===== src/rtl/uart_cfg_pkg.sv =====
// Shared types and helpers for the configurable UART receiver and its baud generator.
package uart_cfg_pkg;

  typedef enum logic [1:0] {
    NONE = 2'b00,
    EVEN = 2'b01,
    ODD  = 2'b10
  } parity_e;

  typedef enum logic [2:0] {
    IDLE,
    START,
    DATA,
    PARITY,
    STOP1,
    STOP2
  } rx_state_e;

  localparam int unsigned DATA_BITS_MIN    = 5;
  localparam int unsigned DEFAULT_BAUD_DIV = 67;  // 125 MHz / 115200 / 16

  function automatic logic [3:0] clamp_bits(input logic [3:0] req, input logic [3:0] max_bits);
    if (req < 4'(DATA_BITS_MIN)) return 4'(DATA_BITS_MIN);
    if (req > max_bits)          return max_bits;
    return req;
  endfunction

  function automatic parity_e decode_parity(input logic [1:0] raw);
    case (raw)
      2'b01:   return EVEN;
      2'b10:   return ODD;
      default: return NONE;
    endcase
  endfunction

endpackage


===== src/rtl/uart_baud_gen.sv =====
// Prescaler plus oversample-tick counter; restart realigns both to the current cycle.
module uart_baud_gen #(
  parameter int unsigned OVERSAMPLE = 16,
  parameter int unsigned DIV_WIDTH  = 16,
  localparam int unsigned S_WIDTH   = $clog2(OVERSAMPLE)
) (
  input  logic                 clk,
  input  logic                 rst_n,
  input  logic                 restart,
  input  logic [DIV_WIDTH-1:0] div,
  output logic                 tick,
  output logic [S_WIDTH-1:0]   s
);

  logic [DIV_WIDTH-1:0] cnt;
  logic [DIV_WIDTH-1:0] div_m1;

  // A divisor of 0 behaves like 1: tick every cycle.
  always_comb begin
    div_m1 = (div == '0) ? '0 : div - DIV_WIDTH'(1);
    tick   = (cnt == div_m1);
  end

  always_ff @(posedge clk or negedge rst_n) begin
    if (!rst_n) begin
      cnt <= '0;
      s   <= '0;
    end else if (restart) begin
      cnt <= '0;
      s   <= '0;
    end else if (tick) begin
      cnt <= '0;
      s   <= s + S_WIDTH'(1);
    end else begin
      cnt <= cnt + DIV_WIDTH'(1);
    end
  end

endmodule


===== src/rtl/uart_rx_cfg.sv =====
// Run-time configurable UART receiver with majority-vote sampling and a one-deep
// valid/ready holding register.
module uart_rx_cfg
  import uart_cfg_pkg::*;
#(
  parameter int unsigned OVERSAMPLE    = 16,
  parameter int unsigned DATA_BITS_MAX = 9,
  parameter int unsigned DIV_WIDTH     = 16,
  parameter int unsigned SYNC_STAGES   = 2
) (
  input  logic                     clk,
  input  logic                     rst_n,
  input  logic                     uart_rx,
  input  logic [DIV_WIDTH-1:0]     cfg_baud_div,
  input  logic [3:0]               cfg_data_bits,
  input  logic [1:0]               cfg_parity,
  input  logic                     cfg_stop2,
  output logic [DATA_BITS_MAX-1:0] m_data,
  output logic                     m_valid,
  input  logic                     m_ready,
  output logic                     m_frame_err,
  output logic                     m_parity_err,
  output logic                     m_break,
  output logic                     overrun,
  output logic                     rx_busy
);

  localparam int unsigned SW        = $clog2(OVERSAMPLE);
  localparam logic [SW-1:0] S_A     = SW'(OVERSAMPLE / 2 - 1);
  localparam logic [SW-1:0] S_B     = SW'(OVERSAMPLE / 2);
  localparam logic [SW-1:0] S_C     = SW'(OVERSAMPLE / 2 + 1);
  localparam logic [SW-1:0] S_END   = SW'(OVERSAMPLE - 1);
  localparam logic [3:0]    MAX_BITS = 4'(DATA_BITS_MAX);

  logic [SYNC_STAGES-1:0]   sync;
  logic                     rx_s;
  logic                     rx_prev;

  rx_state_e                state;
  logic [DIV_WIDTH-1:0]     div_q;
  logic [3:0]               nbits_q;
  parity_e                  par_q;
  logic                     stop2_q;

  logic [3:0]               bit_cnt;
  logic [DATA_BITS_MAX-1:0] word;
  logic                     par_acc;
  logic                     perr;
  logic                     ferr_acc;
  logic                     zero_acc;
  logic                     samp_a;
  logic                     samp_b;

  logic                     tick;
  logic [SW-1:0]            s;
  logic                     start_fall;
  logic                     sample_pt;
  logic                     bit_end;
  logic                     bit_val;
  logic                     done;
  logic                     fin_ferr;
  logic                     fin_brk;

  uart_baud_gen #(
    .OVERSAMPLE (OVERSAMPLE),
    .DIV_WIDTH  (DIV_WIDTH)
  ) u_baud (
    .clk     (clk),
    .rst_n   (rst_n),
    .restart (start_fall),
    .div     (div_q),
    .tick    (tick),
    .s       (s)
  );

  assign rx_s    = sync[SYNC_STAGES-1];
  assign rx_busy = (state != IDLE);

  // The last stop bit finishes the frame at its decision point so a start edge
  // immediately following the stop bit is still seen from IDLE.
  always_comb begin
    start_fall = (state == IDLE) && rx_prev && !rx_s;
    sample_pt  = tick && (s == S_C);
    bit_end    = tick && (s == S_END);
    bit_val    = (samp_a & samp_b) | (samp_a & rx_s) | (samp_b & rx_s);
    done       = sample_pt && (((state == STOP1) && !stop2_q) || (state == STOP2));
    fin_ferr   = ferr_acc | ~bit_val;
    fin_brk    = zero_acc & ~bit_val;
  end

  always_ff @(posedge clk or negedge rst_n) begin
    if (!rst_n) begin
      sync         <= '1;
      rx_prev      <= 1'b1;
      state        <= IDLE;
      div_q        <= '0;
      nbits_q      <= '0;
      par_q        <= NONE;
      stop2_q      <= 1'b0;
      bit_cnt      <= '0;
      word         <= '0;
      par_acc      <= 1'b0;
      perr         <= 1'b0;
      ferr_acc     <= 1'b0;
      zero_acc     <= 1'b0;
      samp_a       <= 1'b1;
      samp_b       <= 1'b1;
      m_data       <= '0;
      m_valid      <= 1'b0;
      m_frame_err  <= 1'b0;
      m_parity_err <= 1'b0;
      m_break      <= 1'b0;
      overrun      <= 1'b0;
    end else begin
      sync    <= {sync[SYNC_STAGES-2:0], uart_rx};
      rx_prev <= rx_s;
      overrun <= 1'b0;

      if (m_valid && m_ready) m_valid <= 1'b0;

      if (done) begin
        if (!m_valid || m_ready) begin
          m_valid      <= 1'b1;
          m_data       <= word;
          m_parity_err <= perr;
          m_frame_err  <= fin_ferr;
          m_break      <= fin_brk;
        end else begin
          overrun <= 1'b1;
        end
      end

      if (state == IDLE) begin
        if (start_fall) begin
          div_q    <= cfg_baud_div;
          nbits_q  <= clamp_bits(cfg_data_bits, MAX_BITS);
          par_q    <= decode_parity(cfg_parity);
          stop2_q  <= cfg_stop2;
          state    <= START;
          bit_cnt  <= '0;
          word     <= '0;
          par_acc  <= 1'b0;
          perr     <= 1'b0;
          ferr_acc <= 1'b0;
          zero_acc <= 1'b1;
        end
      end else begin
        if (tick && (s == S_A)) samp_a <= rx_s;
        if (tick && (s == S_B)) samp_b <= rx_s;

        if (sample_pt) begin
          if (state != START && bit_val) zero_acc <= 1'b0;
          case (state)
            START:  if (bit_val) state <= IDLE;
            DATA: begin
              word[bit_cnt] <= bit_val;
              par_acc       <= par_acc ^ bit_val;
            end
            PARITY: perr <= (par_q == ODD) ? ~(par_acc ^ bit_val) : (par_acc ^ bit_val);
            STOP1: begin
              ferr_acc <= ferr_acc | ~bit_val;
              if (!stop2_q) state <= IDLE;
            end
            STOP2:  state <= IDLE;
            default: state <= IDLE;
          endcase
        end

        if (bit_end) begin
          case (state)
            START: begin
              state   <= DATA;
              bit_cnt <= '0;
            end
            DATA: begin
              if (bit_cnt == nbits_q - 4'd1) state <= (par_q == NONE) ? STOP1 : PARITY;
              else                           bit_cnt <= bit_cnt + 4'd1;
            end
            PARITY:  state <= STOP1;
            STOP1:   state <= STOP2;
            default: state <= state;
          endcase
        end
      end
    end
  end

endmodule


===== config.mk =====
export PLATFORM = sky130hd
export DESIGN_NAME = uart_rx_cfg
export DESIGN_NICKNAME = d
export VERILOG_FILES = /design/src/rtl/uart_cfg_pkg.sv /design/src/rtl/uart_baud_gen.sv /design/src/rtl/uart_rx_cfg.sv
export SDC_FILE = /design/constraint.sdc
export NUM_CORES = 1
export LEC_CHECK = 0
export CAP_MARGIN = 25
export CORE_ASPECT_RATIO = 0.75
export CORE_MARGIN = 2
export CORE_UTILIZATION = 35
export CTS_BUF_LIST = sky130_fd_sc_hd__clkbuf_2
export DETAILED_ROUTE_END_ITERATION = 7
export PLACE_DENSITY_LB_ADDON = 0.2
export SLEW_MARGIN = 10
export SYNTH_ARGS = -nofsm -noshare
export SYNTH_HDL_FRONTEND = slang
export SYNTH_HIERARCHICAL = 1
export SYNTH_SLANG_ARGS = --single-unit
export TNS_END_PERCENT = 1

===== constraint.sdc =====
create_clock -name clk -period 10.6 [get_ports clk]
set_clock_uncertainty 0.2 [all_clocks]
set_input_delay 2.65 -clock clk [delete_from_list [all_inputs] [get_ports clk]]
set_output_delay 2.65 -clock clk [all_outputs]
set_load 0.05 [all_outputs]

==> results.cfg, run 1 <==
[critical_path]
rr_worst_depth = 12
r2r_end = m_data[2]
cp-start-kind = register
startpoint = state[2]
r2r_start = div_q[6]
slowest_stage = clkdlybuf4s50_1
path_cells = nor3_2 > clkinv_1 > clkdlybuf4s50_1
regToRegSetupSlack_ns = 5.04
cp_num_cells = 3
critPathMaxFanout = 22
cp-end-kind = output pin
slowest_delay_ns = 0.79
crit_buf_inv = 2
crit_family = buffers and inverters
crit_type = register to output pin
worstPathRequired_ns = 7.75
cp.arrival_ns = 2.83

[drt]
drt-vias-per-instance = 5.29
drt.antenna.violating_nets = 0
drt_iter0_drc = 276
dr.pass1.iters = 5
route.detailed.drc = 0
drt_wl_total_um = 12400
vias = 4042
routedWlPerCell_um = 16.3

[timing]
hold_violations = 0
grt_setup_unrepaired = false
maxSlewHeadroom = 0.346
tightestPinTransition_ns = 0.979
drv_slew = 0
tns_ns = 0
period_share = 0.535
fmax_mhz = 176
setup_viol = 0
fin_crit_ns = 5.68

[synth]
syn_avg_cell_area_um2 = 8.99
syn_inst = 552
synthesis.nets = 587
ys_warn_count = 6
yosysTopAreaCellShare = 0.388
synth_edf_count = 0
synth_area_leaders = dfrtp_1, nand2_1, nor2_1
synth_top_flop_cell = dfrtp_1
synthDistinctLibCells = 77
synth_top_area_cell = dfrtp_1
yosys_register_bits = 82
seq_area_frac_synth = 0.415
ys_async_sr_fraction = 1.00
netlist_area_um2 = 4960

[global_routing]
grt_max_degree = 83
grt-ovfl-total = 0
antenna_found_initial = 0
grt_pass1_wl_um = 21100
track_usage = 0.178
grt_pass1_vias = 3830

[cts]
cts_hold_buf = 0
postCtsSetupRepairBufs = 0
clkTransAtPathRegs_ns = 0.25
post_cts_resized = 0
htree_levels = 3
cts-root-buf = clkbuf_2
cts_max_path_buffers = 2
cts_tree = yes
cts_buffers = 9
clock-sinks = 82
clock_latency_ns = 0.56

[cells_and_area]
final_nets = 619
antenna_cells = 0
drive_gt1_frac = 0.0883
final_common_cell = nand2_1
fin_cells = 764
final_cell_mix = nand2_1, dfrtp_1, nor2_1, clkdlybuf4s50_1, nor3_1
area_growth_pct = 13.3

[die]
core_area_um2 = 13800
io_pins = 42
num_rows = 37
start_util = 0.360
die_w_um = 142
fp.dieH_um = 107
die_area_um2 = 15200

[hold_path]
min_from = sync[0]
hp-class = register to register
hold_depth = 0
min_to = sync[1]

[place]
hpwlAfterDp_um = 9330
portBuffers = 41
gp_congestion = 0.876
place_inst = 747

[pwr]
ir_worst_vdd_uv = 63.7
powerDensity_nw_per_um2 = 119
p_leak_nw = 2.35

[status]
outcome = completed

[run]
max_cap_violations = 0
## report_power, final
group	internal, mW	switching (mW)	total [mW]	leakage [nW]
registers	0.337	0.0454	0.383	1.03
logic	0.0646	0.0670	0.132	1.26
clock network	0.0343	0.121	0.155	0.0591
## synthesized netlist by cell type, types with 5 or more instances
cell type and number:
xnor2_1 20, o21ai_0 13, and3_1 7, ha_1 8, mux2_2 8, nor4_1 10, a22o_1 9, nor2_1 47
a21oi_1 9, nand3_1 21, dfrtp_1 77, mux2_1 10, o22ai_1 5, nor2b_1 13, nand3b_1 8, dfstp_2 5
clkbuf_1 16, nand4_1 5, nor3_1 30, xor2_1 11, nand2b_1 9, inv_1 11, nand2_1 104, or3_1 8
mux2i_1 8
## flip-flops by register name (all words and copies together), names as in the netlist, 2 cells and up
register    cells
nbits_q         4
par_q           2
div_q          16
bit_cnt         4
sync            2
state           3
word            9
u_baud/cnt     16
m_data          9
u_baud/s        4
## metal layers
metal	vias up	share of wire	global-route usage
met3	17	0.050	0.0290
li1	2029	-	-
met5	-	0	0
met2	105	0.36	0.220
met1	1891	0.58	0.306
met4	0	0.013	0.0457
## kinds of logic (layout without fill, tap and decap cells)
group | count (synthesis) | after routing | synth area share
flip-flops | 82 | 82 | 0.415
AO/OA/AOI/OAI | 77 | 77 | 0.117
multiplexers | 27 | 27 | 0.0600
buffers and inverters | 38 | 75 | 0.0355
XOR/XNOR | 32 | 32 | 0.0592
AND/OR/NAND/NOR | 287 | 287 | 0.291
adder cells (fa/ha/maj) | 9 | 9 | 0.0222
## how the worst max path moves through the flow
stage                 to  slack (ns)
3_3_place_gp   m_data[2]        5.26
6_report         rx_busy        4.92
2_1_floorplan  m_data[2]        6.20
4_1_cts          rx_busy        4.89
3_5_place_dp   m_data[2]        5.11
5_1_grt        m_data[3]        4.58
## worst reg2reg max path: stages, from the launching register on
cell	delay, ns
dfrtp_1	0.50
or4_1	0.76
nor3_1	0.48
and2_0	0.38
a21oi_1	0.08
o32a_1	0.26
a21oi_1	0.16
nor4b_1	0.60
nand3_2	0.20
nor3_2	0.42
nand3b_1	0.22
nor2b_1	0.80
mux2_2	0.41
## area by class of cell
type	instances	area, um^2
clock buffer	10	50.0
clock inverter	6	50.0
sequential	82	2060
tap	175	219
inverter	13	48.8
multi-input combinational	432	2730
timing repair buffer	46	467
fill	1405	8170
## metrics by stage
step	area [um^2]	setup slack (ns)	hold WS [ns]	utilization	total power [mW]
floorplan	4960	6.20	0.145	-	0.471
global placement	5480	5.26	0.147	0.397	0.516
detailed placement	5500	5.11	0.152	0.398	0.517
CTS	5600	4.89	0.180	0.406	0.677
global route	5620	4.58	0.184	0.408	0.714
finish	5620	4.92	0.179	0.408	0.670
Power figures use the tool's default switching activity.
==> run 2, diff against run 1 <==
==> constraint.sdc (replaced) <==
create_clock -name clk -period 4.6 [get_ports clk]
set_clock_uncertainty 0.2 [all_clocks]
set_input_delay 1.15 -clock clk [delete_from_list [all_inputs] [get_ports clk]]
set_output_delay 1.15 -clock clk [all_outputs]
set_load 0.05 [all_outputs]
==> results.cfg, run 2 (synthesis results as in run 1) <==
[die]
io_pins = 42
num_rows = 37
die_area_um2 = 15200
core_area_um2 = 13800
fp.dieH_um = 107
start_util = 0.360
die_w_um = 142

[cts]
htree_levels = 3
clock_latency_ns = 0.60
cts_buffers = 9
cts-root-buf = clkbuf_2
clkTransAtPathRegs_ns = 0.27
cts_tree = yes
cts_hold_buf = 0
cts_max_path_buffers = 2
clock-sinks = 82

[critical_path]
cp_common_cell = buf_4
crit_type = register to register
cp-end-kind = register
critPathMaxFanout = 8
worstPathRequired_ns = 4.90
regToRegSetupSlack_ns = 0.29
cp.arrival_ns = 4.61
slowest_delay_ns = 0.54
cp-start-kind = register
path_cells = inv_1 > ha_2 > or4b_4 > o41a_1 > a211o_1 > a22oi_1 > nand4_1 > nor4b_2 > buf_4 > nand3_2 > or4_1 > a211oi_2 > buf_4 > o21ai_1 > a32o_1
slowest_stage = or4b_4

[place]
portBuffers = 41
gp_congestion = 0.883
hpwlAfterDp_um = 9160
dpl_cell_area_um2 = 5570
dp_slack_ns = 0.101

[cells_and_area]
area_growth_pct = 17.5
design_area_um2 = 5840
n_fill_cell = 1384
final_common_cell = nand2_1
final_cell_mix = nand2_1, dfrtp_1, nor2_1, clkdlybuf4s50_1, nor3_1
top_regs = div_q: 16 flops, u_baud/cnt: 16 flops
final_nets = 639
drive_gt1_frac = 0.130

[global_routing]
grt_max_degree = 83
grt_pass1_wl_um = 21200
track_usage = 0.180
antenna_found_initial = 1
grt-ovfl-total = 0
grt_pass1_vias = 3934

[pwr]
p_switching_mw = 0.549
ir_worst_vdd_uv = 136
p_sw_frac = 0.339
p_seq_frac = 0.542
p_leak_nw = 2.47
pwr-share-comb = 0.206
p_clk_frac = 0.252
p_int_mw = 1.07
powerDensity_nw_per_um2 = 277

[hold_path]
hp-class = input port to asynchronous set/reset pin

[timing]
period_share = 0.937
tightestPinTransition_ns = 1.06
tns_ns = 0
hold_violations = 0
finalWorstSetupSlack_ns = 0.288
fmax_mhz = 232
setup_viol = 0
fin_crit_ns = 4.31
maxSlewHeadroom = 0.289
drv_slew = 0

[run]
max_cap_violations = 0

[drt]
dr.pass1.iters = 5
route.detailed.drc = 0
drt-vias-per-instance = 5.34
drt.antenna.violating_nets = 0
routedWlPerCell_um = 16.0
drt_wl_total_um = 12600
drt_iter0_drc = 311
vias = 4188

[status]
outcome = completed
[run 2: cell types whose count changed in the layout (fill, tap and decap cells not counted), sizes merged]
cell,previous run,this run
diode,0,1
clkinv,3,4
bufinv,0,1
buf,6,26
clkbuf,10,9
clkinvlp,2,1
[run 2: worst paths after layout]
| path | startpoint | endpoint | cells after the start |
|---|---|---|---|
| max | div_q[0] | par_acc | 15 |
| min | rst_n | div_q[14] | 1 |
| max reg2reg | div_q[0] | par_acc | 15 |
| min reg2reg | sync[0] | sync[1] | 0 |
| max in group asynchronous | rst_n | rx_prev | 2 |
| min in group clk | sync[0] | sync[1] | 0 |
[run 2: timing repair]
item | 4_1_cts | 5_1_grt
hold endpoints to repair | 0 | 0
endpoints found under the setup margin | 0 | 22
setup buffers | 0 | 9
gates resized for setup | 0 | 10
[run 2: routing by layer]
metal | wire length [um] | track usage
met5 | 0 | 0
met3 | 705 | 0.0469
met1 | 7050 | 0.297
met2 | 4750 | 0.221
met4 | 84 | 0.0464
[run 2: per-stage QoR]
step | hold WS (ns) | std cells | power [mW] | util
2_1_floorplan | 0.145 | 552 | 1.09 | -
3_3_place_gp | 0.149 | 757 | 1.20 | 0.404
3_5_place_dp | 0.147 | 757 | 1.20 | 0.404
4_1_cts | 0.173 | 773 | 1.62 | 0.412
5_1_grt | 0.110 | 785 | 1.73 | 0.423
6_report | 0.172 | 785 | 1.62 | 0.423
[run 2: cell type report]
type / count / area, um^2 / area share
inverters: 13 / 48.8 / 0.00836
well taps: 175 / 219 / 0.0375
multi-input cells: 432 / 2770 / 0.475
flip-flops and latches: 82 / 2060 / 0.353
clock buffers: 9 / 45.0 / 0.00772
repair buffers: 66 / 613 / 0.105
diodes: 1 / 2.50 / 0.000429
clock inverters: 7 / 76.3 / 0.0131
[run 2: worst max-delay path, delay by kind of cell (launching register included)]
family,cells,cell delay (ns)
AND/OR/NAND/NOR,5,1.43
AO/OA/AOI/OAI,6,1.50
adder cells (fa/ha/maj),1,0.19
buffers and inverters,3,0.43
flip-flops,1,0.49
[run 2: power by group through the flow]
stage	combinational (mW)	sequential, mW	clock (mW)
2_1_floorplan	0.254	0.832	0
3_3_place_gp	0.310	0.886	0
3_5_place_dp	0.311	0.888	0
4_1_cts	0.313	0.875	0.434
5_1_grt	0.376	0.889	0.461
6_report	0.333	0.877	0.408
==> run 3, diff against run 2 <==
--- a/config.mk
+++ b/config.mk
@@ -11,6 +11,7 @@
 export CORE_UTILIZATION = 35
 export CTS_BUF_LIST = sky130_fd_sc_hd__clkbuf_2
 export DETAILED_ROUTE_END_ITERATION = 7
+export GPL_ROUTABILITY_DRIVEN = 1
 export PLACE_DENSITY_LB_ADDON = 0.2
 export SLEW_MARGIN = 10
 export SYNTH_ARGS = -nofsm -noshare
==> results of run 3 <==
Final layout, timing and power as in run 2 (identical DEF).
